--- config.mk ---
export PLATFORM = sky130hd
export DESIGN_NAME = operand_fetch_sequencer_flat
export DESIGN_NICKNAME = d
export VERILOG_FILES = /design/src/rtl/operand_fetch_sequencer_pkg.sv /design/src/rtl/operand_fetch_sequencer_if.sv /design/src/rtl/operand_fetch_sequencer_decode.sv /design/src/rtl/operand_fetch_sequencer.sv /design/src/flat_wrapper.sv
export SDC_FILE = /design/constraint.sdc
export NUM_CORES = 1
export LEC_CHECK = 0
export CORE_MARGIN = 4
export CORE_UTILIZATION = 49
export DETAILED_ROUTE_END_ITERATION = 16
export GPL_ROUTABILITY_DRIVEN = 0
export PLACE_DENSITY = 0.95
export SETUP_SLACK_MARGIN = 0.3
export SYNTH_ARGS = -nofsm -noshare
export SYNTH_HDL_FRONTEND = slang
export SYNTH_SLANG_ARGS = --single-unit
--- constraint.sdc ---
create_clock -name clk -period 5.2 [get_ports clk]
set_clock_uncertainty 0.2 [all_clocks]
set_input_delay 0.78 -clock clk [delete_from_list [all_inputs] [get_ports clk]]
set_output_delay 0.78 -clock clk [all_outputs]
set_load 0.1 [all_outputs]
--- src/rtl/operand_fetch_sequencer_pkg.sv ---
`default_nettype none
// ============================================================================
// Module   : operand_fetch_sequencer_pkg
// Brief    : Shared types and constants for the operand fetch sequencer.
// Revision : 1.0 - initial release
// ============================================================================
package operand_fetch_sequencer_pkg;

    localparam int DEF_DATA_W = 16;
    localparam int DEF_REG_AW = 6;

    // Access modes carried in bits [7:6] of a register-flagged operand
    localparam logic [1:0] c_MODE_DIRECT = 2'b00;
    localparam logic [1:0] c_MODE_ADDR   = 2'b01;
    localparam logic [1:0] c_MODE_INDIR  = 2'b10;
    localparam logic [1:0] c_MODE_RSVD   = 2'b11;

    typedef enum logic [2:0] {
        S_IDLE     = 3'd0,
        S_EVAL     = 3'd1,
        S_RF_WAIT  = 3'd2,
        S_MEM_WAIT = 3'd3,
        S_DONE     = 3'd4
    } state_t;

    // optype bit 2 belongs to op1, bit 0 to op3
    function automatic logic op_is_reg(input logic [2:0] optype, input logic [1:0] idx);
        case (idx)
            2'd0:    op_is_reg = optype[2];
            2'd1:    op_is_reg = optype[1];
            default: op_is_reg = optype[0];
        endcase
    endfunction

endpackage
`default_nettype wire

--- src/rtl/operand_fetch_sequencer_if.sv ---
`default_nettype none
// ============================================================================
// Module   : operand_fetch_sequencer_if
// Brief    : Decode/execute handshakes plus register-file and data-memory
//            read ports of the operand fetch sequencer.
// Revision : 1.0 - initial release
// ============================================================================
interface operand_fetch_sequencer_if #(
    parameter int DATA_W = 16,
    parameter int REG_AW = 6
);
    // decode side
    logic              in_valid;
    logic              in_ready;
    logic [2:0]        optype;
    logic [7:0]        op1_in;
    logic [7:0]        op2_in;
    logic [7:0]        op3_in;
    // register-file read port
    logic              rf_rd_en;
    logic [REG_AW-1:0] rf_rd_addr;
    logic [DATA_W-1:0] rf_rd_data;
    // data-memory read port
    logic              mem_rd_en;
    logic [DATA_W-1:0] mem_rd_addr;
    logic [DATA_W-1:0] mem_rd_data;
    // execute side
    logic              out_valid;
    logic              out_ready;
    logic [DATA_W-1:0] op1_out;
    logic [DATA_W-1:0] op2_out;
    logic [DATA_W-1:0] op3_out;
    logic              mode_err;

    // Environment view: decode, execute and the two memories
    modport master (
        output in_valid, optype, op1_in, op2_in, op3_in,
        output rf_rd_data, mem_rd_data, out_ready,
        input  in_ready, rf_rd_en, rf_rd_addr, mem_rd_en, mem_rd_addr,
        input  out_valid, op1_out, op2_out, op3_out, mode_err
    );

    // Sequencer view
    modport slave (
        input  in_valid, optype, op1_in, op2_in, op3_in,
        input  rf_rd_data, mem_rd_data, out_ready,
        output in_ready, rf_rd_en, rf_rd_addr, mem_rd_en, mem_rd_addr,
        output out_valid, op1_out, op2_out, op3_out, mode_err
    );

endinterface
`default_nettype wire

--- src/rtl/operand_fetch_sequencer_decode.sv ---
`default_nettype none
// ============================================================================
// Module   : operand_field_decode
// Brief    : Splits one raw 8-bit operand field into immediate / mode /
//            register index and the two possible extended values.
// Revision : 1.0 - initial release
// ============================================================================
module operand_field_decode
    import operand_fetch_sequencer_pkg::*;
#(
    parameter int DATA_W = DEF_DATA_W,
    parameter int REG_AW = DEF_REG_AW
) (
    input  logic              reg_flag,
    input  logic [7:0]        field,
    output logic              is_imm,
    output logic [1:0]        mode,
    output logic [REG_AW-1:0] reg_idx,
    output logic [DATA_W-1:0] imm_sext,
    output logic [DATA_W-1:0] addr_zext
);

    assign is_imm    = ~reg_flag;
    assign mode      = field[7:6];
    assign reg_idx   = field[REG_AW-1:0];
    assign imm_sext  = {{(DATA_W-8){field[7]}}, field};
    assign addr_zext = {{(DATA_W-REG_AW){1'b0}}, field[REG_AW-1:0]};

endmodule
`default_nettype wire

--- src/rtl/operand_fetch_sequencer.sv ---
`default_nettype none
// ============================================================================
// Module   : operand_fetch_sequencer
// Brief    : Resolves the three operands of one decoded instruction in
//            order, sharing a single register-file and data-memory read port.
// Revision : 1.0 - initial release
// ============================================================================
module operand_fetch_sequencer
    import operand_fetch_sequencer_pkg::*;
#(
    parameter int DATA_W = DEF_DATA_W,
    parameter int REG_AW = DEF_REG_AW
) (
    input  logic                   clk,
    input  logic                   rst,
    operand_fetch_sequencer_if.slave bus
);

    state_t            r_state;
    state_t            w_nxt_state;
    logic [1:0]        r_idx;
    logic [1:0]        w_nxt_idx;
    logic [2:0]        r_optype;
    logic [7:0]        r_field1;
    logic [7:0]        r_field2;
    logic [7:0]        r_field3;
    logic [7:0]        w_field;
    logic [DATA_W-1:0] r_op1;
    logic [DATA_W-1:0] r_op2;
    logic [DATA_W-1:0] r_op3;
    logic              r_mode_err;

    logic              w_accept;
    logic              w_wr_en;
    logic [DATA_W-1:0] w_wr_val;
    logic              w_set_err;
    logic              w_adv;
    logic              w_rf_en;
    logic              w_mem_en;

    logic              w_is_imm;
    logic [1:0]        w_mode;
    logic [REG_AW-1:0] w_reg_idx;
    logic [DATA_W-1:0] w_imm_sext;
    logic [DATA_W-1:0] w_addr_zext;

    // Field of the operand currently being resolved
    always_comb begin
        case (r_idx)
            2'd0:    w_field = r_field1;
            2'd1:    w_field = r_field2;
            default: w_field = r_field3;
        endcase
    end

    operand_field_decode #(
        .DATA_W (DATA_W),
        .REG_AW (REG_AW)
    ) u_decode (
        .reg_flag  (op_is_reg(r_optype, r_idx)),
        .field     (w_field),
        .is_imm    (w_is_imm),
        .mode      (w_mode),
        .reg_idx   (w_reg_idx),
        .imm_sext  (w_imm_sext),
        .addr_zext (w_addr_zext)
    );

    // Next-state, read strobes and operand write-back for the current cycle
    always_comb begin
        w_nxt_state = r_state;
        w_nxt_idx   = r_idx;
        w_accept    = 1'b0;
        w_wr_en     = 1'b0;
        w_wr_val    = '0;
        w_set_err   = 1'b0;
        w_adv       = 1'b0;
        w_rf_en     = 1'b0;
        w_mem_en    = 1'b0;
        case (r_state)
            S_IDLE: begin
                if (bus.in_valid && !rst) begin
                    w_accept    = 1'b1;
                    w_nxt_state = S_EVAL;
                end
            end
            S_EVAL: begin
                if (w_is_imm) begin
                    w_wr_en  = 1'b1;
                    w_wr_val = w_imm_sext;
                    w_adv    = 1'b1;
                end else begin
                    case (w_mode)
                        c_MODE_ADDR: begin
                            w_wr_en  = 1'b1;
                            w_wr_val = w_addr_zext;
                            w_adv    = 1'b1;
                        end
                        c_MODE_RSVD: begin
                            w_wr_en   = 1'b1;
                            w_set_err = 1'b1;
                            w_adv     = 1'b1;
                        end
                        default: begin
                            w_rf_en     = 1'b1;
                            w_nxt_state = S_RF_WAIT;
                        end
                    endcase
                end
            end
            S_RF_WAIT: begin
                if (w_mode == c_MODE_INDIR) begin
                    w_mem_en    = 1'b1;
                    w_nxt_state = S_MEM_WAIT;
                end else begin
                    w_wr_en  = 1'b1;
                    w_wr_val = bus.rf_rd_data;
                    w_adv    = 1'b1;
                end
            end
            S_MEM_WAIT: begin
                w_wr_en  = 1'b1;
                w_wr_val = bus.mem_rd_data;
                w_adv    = 1'b1;
            end
            S_DONE: begin
                if (bus.out_ready) begin
                    w_nxt_state = S_IDLE;
                end
            end
            default: w_nxt_state = S_IDLE;
        endcase
        // Operand completion moves straight on without a separate cycle
        if (w_adv) begin
            if (r_idx == 2'd2) begin
                w_nxt_state = S_DONE;
            end else begin
                w_nxt_idx   = r_idx + 2'd1;
                w_nxt_state = S_EVAL;
            end
        end
    end

    // State, operand index and captured instruction
    always_ff @(posedge clk or posedge rst) begin
        if (rst) begin
            r_state  <= S_IDLE;
            r_idx    <= 2'd0;
            r_optype <= 3'd0;
            r_field1 <= 8'd0;
            r_field2 <= 8'd0;
            r_field3 <= 8'd0;
        end else begin
            r_state <= w_nxt_state;
            if (w_accept) begin
                r_idx    <= 2'd0;
                r_optype <= bus.optype;
                r_field1 <= bus.op1_in;
                r_field2 <= bus.op2_in;
                r_field3 <= bus.op3_in;
            end else begin
                r_idx <= w_nxt_idx;
            end
        end
    end

    // Resolved operands and error flag, cleared when a new instruction lands
    always_ff @(posedge clk or posedge rst) begin
        if (rst) begin
            r_op1      <= '0;
            r_op2      <= '0;
            r_op3      <= '0;
            r_mode_err <= 1'b0;
        end else if (w_accept) begin
            r_op1      <= '0;
            r_op2      <= '0;
            r_op3      <= '0;
            r_mode_err <= 1'b0;
        end else begin
            if (w_wr_en) begin
                case (r_idx)
                    2'd0:    r_op1 <= w_wr_val;
                    2'd1:    r_op2 <= w_wr_val;
                    default: r_op3 <= w_wr_val;
                endcase
            end
            if (w_set_err) begin
                r_mode_err <= 1'b1;
            end
        end
    end

    assign bus.in_ready    = (r_state == S_IDLE) && !rst;
    assign bus.rf_rd_en    = w_rf_en;
    assign bus.rf_rd_addr  = w_rf_en ? w_reg_idx : '0;
    assign bus.mem_rd_en   = w_mem_en;
    assign bus.mem_rd_addr = w_mem_en ? bus.rf_rd_data : '0;
    assign bus.out_valid   = (r_state == S_DONE);
    assign bus.op1_out     = r_op1;
    assign bus.op2_out     = r_op2;
    assign bus.op3_out     = r_op3;
    assign bus.mode_err    = r_mode_err;

endmodule
`default_nettype wire

--- src/flat_wrapper.sv ---
// flat-port wrapper written by rule: the top's interface ports become plain ports
module operand_fetch_sequencer_flat import operand_fetch_sequencer_pkg::*;
#(
    parameter int DATA_W = DEF_DATA_W,
    parameter int REG_AW = DEF_REG_AW
)
  (clk, rst, bus_in_valid, bus_optype, bus_op1_in, bus_op2_in, bus_op3_in, bus_rf_rd_data, bus_mem_rd_data, bus_out_ready, bus_in_ready, bus_rf_rd_en, bus_rf_rd_addr, bus_mem_rd_en, bus_mem_rd_addr, bus_out_valid, bus_op1_out, bus_op2_out, bus_op3_out, bus_mode_err);
  operand_fetch_sequencer_if #(.DATA_W(DATA_W), .REG_AW(REG_AW)) bus_i ();
  input  logic clk;
  input  logic rst;
  input wire logic [$bits(bus_i.in_valid)-1:0] bus_in_valid;
  input wire logic [$bits(bus_i.optype)-1:0] bus_optype;
  input wire logic [$bits(bus_i.op1_in)-1:0] bus_op1_in;
  input wire logic [$bits(bus_i.op2_in)-1:0] bus_op2_in;
  input wire logic [$bits(bus_i.op3_in)-1:0] bus_op3_in;
  input wire logic [$bits(bus_i.rf_rd_data)-1:0] bus_rf_rd_data;
  input wire logic [$bits(bus_i.mem_rd_data)-1:0] bus_mem_rd_data;
  input wire logic [$bits(bus_i.out_ready)-1:0] bus_out_ready;
  output wire logic [$bits(bus_i.in_ready)-1:0] bus_in_ready;
  output wire logic [$bits(bus_i.rf_rd_en)-1:0] bus_rf_rd_en;
  output wire logic [$bits(bus_i.rf_rd_addr)-1:0] bus_rf_rd_addr;
  output wire logic [$bits(bus_i.mem_rd_en)-1:0] bus_mem_rd_en;
  output wire logic [$bits(bus_i.mem_rd_addr)-1:0] bus_mem_rd_addr;
  output wire logic [$bits(bus_i.out_valid)-1:0] bus_out_valid;
  output wire logic [$bits(bus_i.op1_out)-1:0] bus_op1_out;
  output wire logic [$bits(bus_i.op2_out)-1:0] bus_op2_out;
  output wire logic [$bits(bus_i.op3_out)-1:0] bus_op3_out;
  output wire logic [$bits(bus_i.mode_err)-1:0] bus_mode_err;
  assign bus_i.in_valid = bus_in_valid;
  assign bus_i.optype = bus_optype;
  assign bus_i.op1_in = bus_op1_in;
  assign bus_i.op2_in = bus_op2_in;
  assign bus_i.op3_in = bus_op3_in;
  assign bus_i.rf_rd_data = bus_rf_rd_data;
  assign bus_i.mem_rd_data = bus_mem_rd_data;
  assign bus_i.out_ready = bus_out_ready;
  assign bus_in_ready = bus_i.in_ready;
  assign bus_rf_rd_en = bus_i.rf_rd_en;
  assign bus_rf_rd_addr = bus_i.rf_rd_addr;
  assign bus_mem_rd_en = bus_i.mem_rd_en;
  assign bus_mem_rd_addr = bus_i.mem_rd_addr;
  assign bus_out_valid = bus_i.out_valid;
  assign bus_op1_out = bus_i.op1_out;
  assign bus_op2_out = bus_i.op2_out;
  assign bus_op3_out = bus_i.op3_out;
  assign bus_mode_err = bus_i.mode_err;
  operand_fetch_sequencer #(.DATA_W(DATA_W), .REG_AW(REG_AW)) u_core (.clk(clk), .rst(rst), .bus(bus_i));
endmodule
==> impl_metrics.py, run 1 <==
metrics = {
    "status": {
        "status": "finished clean",
    },
    "layout": {
        "seq_area_sq_mm": 0.002027,
        "diodes": 0,
        "multi_input_area_sq_mm": 0.001735,
        "final_common_cell": "clkdlybuf4s50_1",
        "final_layout_size_suffix_gt1_frac": 0.2756,
        "fin_nets": 500,
        "area_delta_synth_final_pct": 41.91,
        "num-fill-cells": 506,
        "final_cell_mix": "113 x clkdlybuf4s50_1, 81 x dfrtp_1, 58 x mux2_2, 30 x buf_4, 23 x and2_1",
    },
    "timing": {
        "final-setup-viol-count": 0,
        "clock.fmax_ghz": 0.2362,
        "period_minus_slack_ns": 4.234,
        "rsz0062_at_grt": "false",
        "slew_headroom": 0.1646,
        "worst-slew-pin-transition_ns": 1.250,
        "slew_violations": 0,
        "hold_viol": 0,
        "setup_tns_ns": 0,
        "timing.final.crit_share": 0.8141,
    },
    "yosys": {
        "syn_area_sq_mm": 0.003875,
        "syn_avg_cell_area_sq_um": 13.14,
        "synth_top_cell_by_area": "dfrtp_1",
        "syn-num-nets": 361,
        "synth_warnings": 0,
        "synth_ff_type": "dfrtp_1",
        "synth_top_area_share": 0.5231,
        "synth_cell_types": 38,
        "synth-edff-count": 0,
        "synth_seq_cells": 81,
        "synth-seq-area-share": 0.5231,
        "ys_async_sr_fraction": 1.000,
        "syn-instance-count": 295,
        "synth.area.top_cells": "dfrtp_1 52%, mux2_2 17%, a221o_1 4.1%",
    },
    "floorplanning": {
        "die_area_sq_mm": 0.009394,
        "core_area_sq_mm": 0.007727,
        "io_pins": 138,
        "fp-row-count": 32,
        "die_w_um": 96.93,
        "initial_utilization": 0.5015,
        "die_h_um": 96.93,
    },
    "critical_path": {
        "crit_type": "flip-flop to output pin",
        "r2r_start": "u_core.r_idx[0]",
        "cp_num_buf_inv": 2,
        "crit_family": "simple AND/OR/NAND/NOR gates",
        "path_max_fanout": 17,
        "slowest_delay_ns": 0.89,
        "crit_slowest_cell": "nor2_1",
        "start_kind": "flip-flop",
        "path_cells": "inv_1, ha_1, nor3b_1, o211ai_1, nor2_1, and2_1, buf_4",
        "arrival_ns": 3.25,
        "cp-end-kind": "output pin",
        "crit_start": "u_core.r_idx[0]",
        "required_ns": 4.22,
    },
    "cts": {
        "clock-sinks": 81,
        "post_cts_buffers": 0,
        "ctsHoldBuffers": 0,
        "clk_path_buf_depth": 2,
        "clockRootBuffer": "clkbuf_8",
        "cts_tree": "built",
        "clk_latency_ns": 0.35,
        "cts_max_level": 3,
        "cts-resized-gates": 0,
        "clk_pin_slew_worst_paths_ns": 0.08,
        "cts_buffers": 9,
    },
    "worst_hold_path": {
        "hold_class": "flip-flop to flip-flop",
        "min-delay-start": "u_core.bus.op1_out[0]",
    },
    "detailed_routing": {
        "drc": 0,
        "ant_nets": 0,
        "drtIter0Drc": 118,
        "firstDrtPassIters": 4,
        "routed-via-count": 2973,
        "routedWlPerCell_um": 19.13,
        "via_per_inst": 5.495,
        "drt-total-wl_um": 10350,
    },
    "global_route": {
        "grt_use_total": 0.2234,
        "grt_pass1_vias": 3150,
        "grt_first_pass_wirelength_um": 16680,
        "grt_max_degree": 43,
        "grt_overflow": 0,
        "antenna_found_initial": 0,
    },
    "placed_design": {
        "place_hpwl_um": 7933,
        "numPortBuffers": 137,
    },
    "run": {
        "max-cap-violations": 0,
    },
}
[worst paths after layout]
| path | to | slack (ns) | cells after the start |
|---|---|---|---|
| worst max-delay path | bus_mem_rd_addr[4] | 0.97 | 7 |
| worst min-delay path | u_core.bus.op1_out[0] | 0.29 | 1 |
| worst max register to register | u_core.bus.op3_out[14] | 1.97 | 7 |
| worst min register to register | u_core.bus.op1_out[0] | 0.29 | 1 |
| max in group asynchronous | u_core.r_field1[4] | 3.14 | 3 |
| min in group asynchronous | u_core.r_state[2] | 0.71 | 2 |
[kinds of logic (layout without fill, tap and decap cells)]
group	count (synthesis)	after routing	share of synthesized area
simple gates	70	70	0.1007
mux	77	77	0.2328
fa+ha+maj	3	3	0.009688
buf+inv	23	167	0.02906
compound gates	41	41	0.1046
flops	81	81	0.5231
[layout make-up]
cell class	instances	share of cell area
clock inverter	4	0.01388
multi-input combinational	191	0.3156
inverter	8	0.005688
timing repair buffer	143	0.2466
sequential	81	0.3686
tap	102	0.02321
clock buffer	12	0.02639
[through the flow]
step	cell area (sq um)	hold WS (ns)	instances	utilization	setup slack [ns]
finish	5499	0.2914	541	0.7116	0.9665
global route	5499	0.3219	541	0.7116	0.7036
CTS	5499	0.2914	541	0.7116	0.9975
detailed placement	5278	0.2750	525	0.6830	1.410
global placement	5278	0.2699	525	0.6830	1.576
floorplan	3875	0.2708	295	-	0.5657
[synthesized netlist by cell type, types with 4 or more instances]
library cell,instances
a21oi_1,4
mux2_1,7
inv_1,8
clkbuf_1,6
and2_1,23
mux2_2,58
nor2_1,6
a22oi_1,8
nand2_1,19
dfrtp_1,81
a221o_1,16
and3_1,6
mux2_4,10
[per-layer routing]
metal	global-route usage	share of wire
met1	0.2773	0.41
met5	0	0
met2	0.3700	0.50
met4	0.09935	0.029
met3	0.05407	0.063
[sequential cells by signal, summed over array words and instances (netlist names)]
register             flops
u_core.r_idx             2
u_core.r_field1          8
u_core.r_field2          8
u_core.bus.mode_err      1
u_core.r_optype          3
u_core.bus.op2_out      16
u_core.bus.op1_out      16
u_core.r_field3          8
u_core.bus.op3_out      16
u_core.r_state           3
Power of run 1 is left out: the tool's default activity adds up to more than one toggle a clock period on the data nets, which glitch-free logic cannot reach.
==> run 2: changes to the inputs <==
Settings changed: CORE_UTILIZATION 49 to 41, PLACE_DENSITY 0.95 to 0.88.
Clock period 5.2 ns to 3.6 ns, I/O delays scaled along.
==> run 2 against run 1 <==
  * Non-clock buffer count rose by 4
  * Sequential share of layout area shrank 2.4 points
  * Register-to-register slack worse by 1.4 ns
  * Routed wire length grew 4.7%
  * Flip-flop and latch count unchanged
  * Critical path depth increased by 1
  * Via count fell by 0.30%
  * Die area increased by 18%
  * Critical path type unchanged
==> impl_metrics.py, run 2 (synthesis results as in run 1) <==
metrics = {
    "floorplanning": {
        "initial_utilization": 0.4194,
        "die_area_sq_mm": 0.01107,
        "die_h_um": 105.2,
        "core_area_sq_mm": 0.009240,
        "die_w_um": 105.2,
        "io_pins": 138,
        "fp-row-count": 35,
    },
    "placed_design": {
        "numPortBuffers": 137,
        "place_hpwl_um": 8447,
    },
    "detailed_routing": {
        "drtIter0Drc": 100,
        "via_per_inst": 5.191,
        "routed-via-count": 2964,
        "routedWlPerCell_um": 18.98,
        "drt-total-wl_um": 10840,
        "firstDrtPassIters": 4,
        "ant_nets": 0,
        "drc": 0,
    },
    "global_route": {
        "grt_pass1_vias": 3127,
        "grt_first_pass_wirelength_um": 17100,
        "grt_overflow": 0,
        "antenna_found_initial": 0,
        "grt_use_total": 0.1972,
        "grt_max_degree": 82,
    },
    "cts": {
        "clk_path_buf_depth": 2,
        "cts_tree": "built",
        "clk_latency_ns": 0.33,
        "cts_max_level": 3,
        "cts_buffers": 9,
        "clockRootBuffer": "clkbuf_8",
        "clk_pin_slew_worst_paths_ns": 0.08,
        "post_cts_buffers": 0,
        "clock-sinks": 81,
    },
    "critical_path": {
        "start_kind": "flip-flop",
        "arrival_ns": 2.39,
        "path_cells": "inv_1, ha_4, or3b_1, o211ai_1, nor2_1, buf_4, and2_2, buf_12",
        "crit_slowest_cell": "dfrtp_2",
        "crit_type": "flip-flop to output pin",
        "required_ns": 2.86,
        "slowest_delay_ns": 0.41,
        "path_max_fanout": 17,
        "cp-end-kind": "output pin",
    },
    "timing": {
        "timing.final.crit_share": 0.8707,
        "slew_violations": 0,
        "slew_headroom": 0.3179,
        "rsz0062_at_grt": "false",
        "hold_viol": 0,
        "clock.fmax_ghz": 0.3190,
        "setup_tns_ns": 0,
        "worst-slew-pin-transition_ns": 1.020,
        "period_minus_slack_ns": 3.135,
        "final-setup-viol-count": 0,
    },
    "layout": {
        "final_cell_mix": "111 x clkdlybuf4s50_1, 80 x dfrtp_1, 58 x mux2_2, 25 x buf_12, 19 x nand2_1",
        "fin_nets": 504,
        "final_common_cell": "clkdlybuf4s50_1",
        "area_delta_synth_final_pct": 52.02,
        "final_layout_size_suffix_gt1_frac": 0.3258,
        "diodes": 0,
    },
    "status": {
        "status": "finished clean",
    },
    "worst_hold_path": {
        "hold_class": "flip-flop to flip-flop",
    },
    "run": {
        "max-cap-violations": 0,
    },
}
[run 2: cell type report]
cell class | count | area, sq um
Clock buffer | 9 | 123.9
Clock inverter | 6 | 60.06
Fill cell | 710 | 3349
Inverter | 8 | 31.28
Multi-Input combinational cell | 191 | 1792
Sequential cell | 81 | 2028
Tap cell | 129 | 161.4
Timing Repair Buffer | 147 | 1694
[run 2: timing repair]
item,in CTS,in global routing
resized for setup,4,4
hold buffers,0,0
setup endpoints to repair,23,16
[run 2: critical path, delay by kind of cell, from the launching register on]
kind            cells  cell delay (ns)
compound gates      1             0.19
simple gates        3             0.73
flops               1             0.41
buf+inv             3             0.48
fa+ha+maj           1             0.24
[run 2: worst paths after layout]
check / cells past startpoint / slack [ns] / to / start
max: 8 / 0.47 / bus_mem_rd_addr[13] / u_core.r_idx[0]
min: 1 / 0.29 / u_core.bus.op3_out[15] / u_core.bus.op3_out[15]
max reg2reg: 9 / 0.54 / u_core.bus.op3_out[1] / u_core.r_idx[1]
min reg2reg: 1 / 0.29 / u_core.bus.op3_out[15] / u_core.bus.op3_out[15]
max in group asynchronous: 3 / 2.37 / u_core.r_idx[0] / rst
min in group asynchronous: 3 / 0.48 / u_core.bus.op2_out[0] / rst
[run 2: through the flow]
stage            util  cells  area, sq um  hold slack (ns)  setup slack [ns]
2_1_floorplan       -    295         3896           0.2708            0.3749
3_3_place_gp   0.6133    556         5667           0.2675            0.6026
3_5_place_dp   0.6133    556         5667           0.2787            0.4439
4_1_cts        0.6347    571         5864           0.2972            0.4085
5_1_grt        0.6375    571         5891           0.3120            0.3287
6_report       0.6375    571         5891           0.2925            0.4654
[run 2: metal layers]
layer  vias up  wire [um]  GRT usage
met4         0        273    0.06748
met2       111       5614     0.3420
li1       1361          -          -
met3        24        568    0.03980
met5         -          0          0
met1      1468       4379     0.2446
Power of run 2 is left out for the same reason.
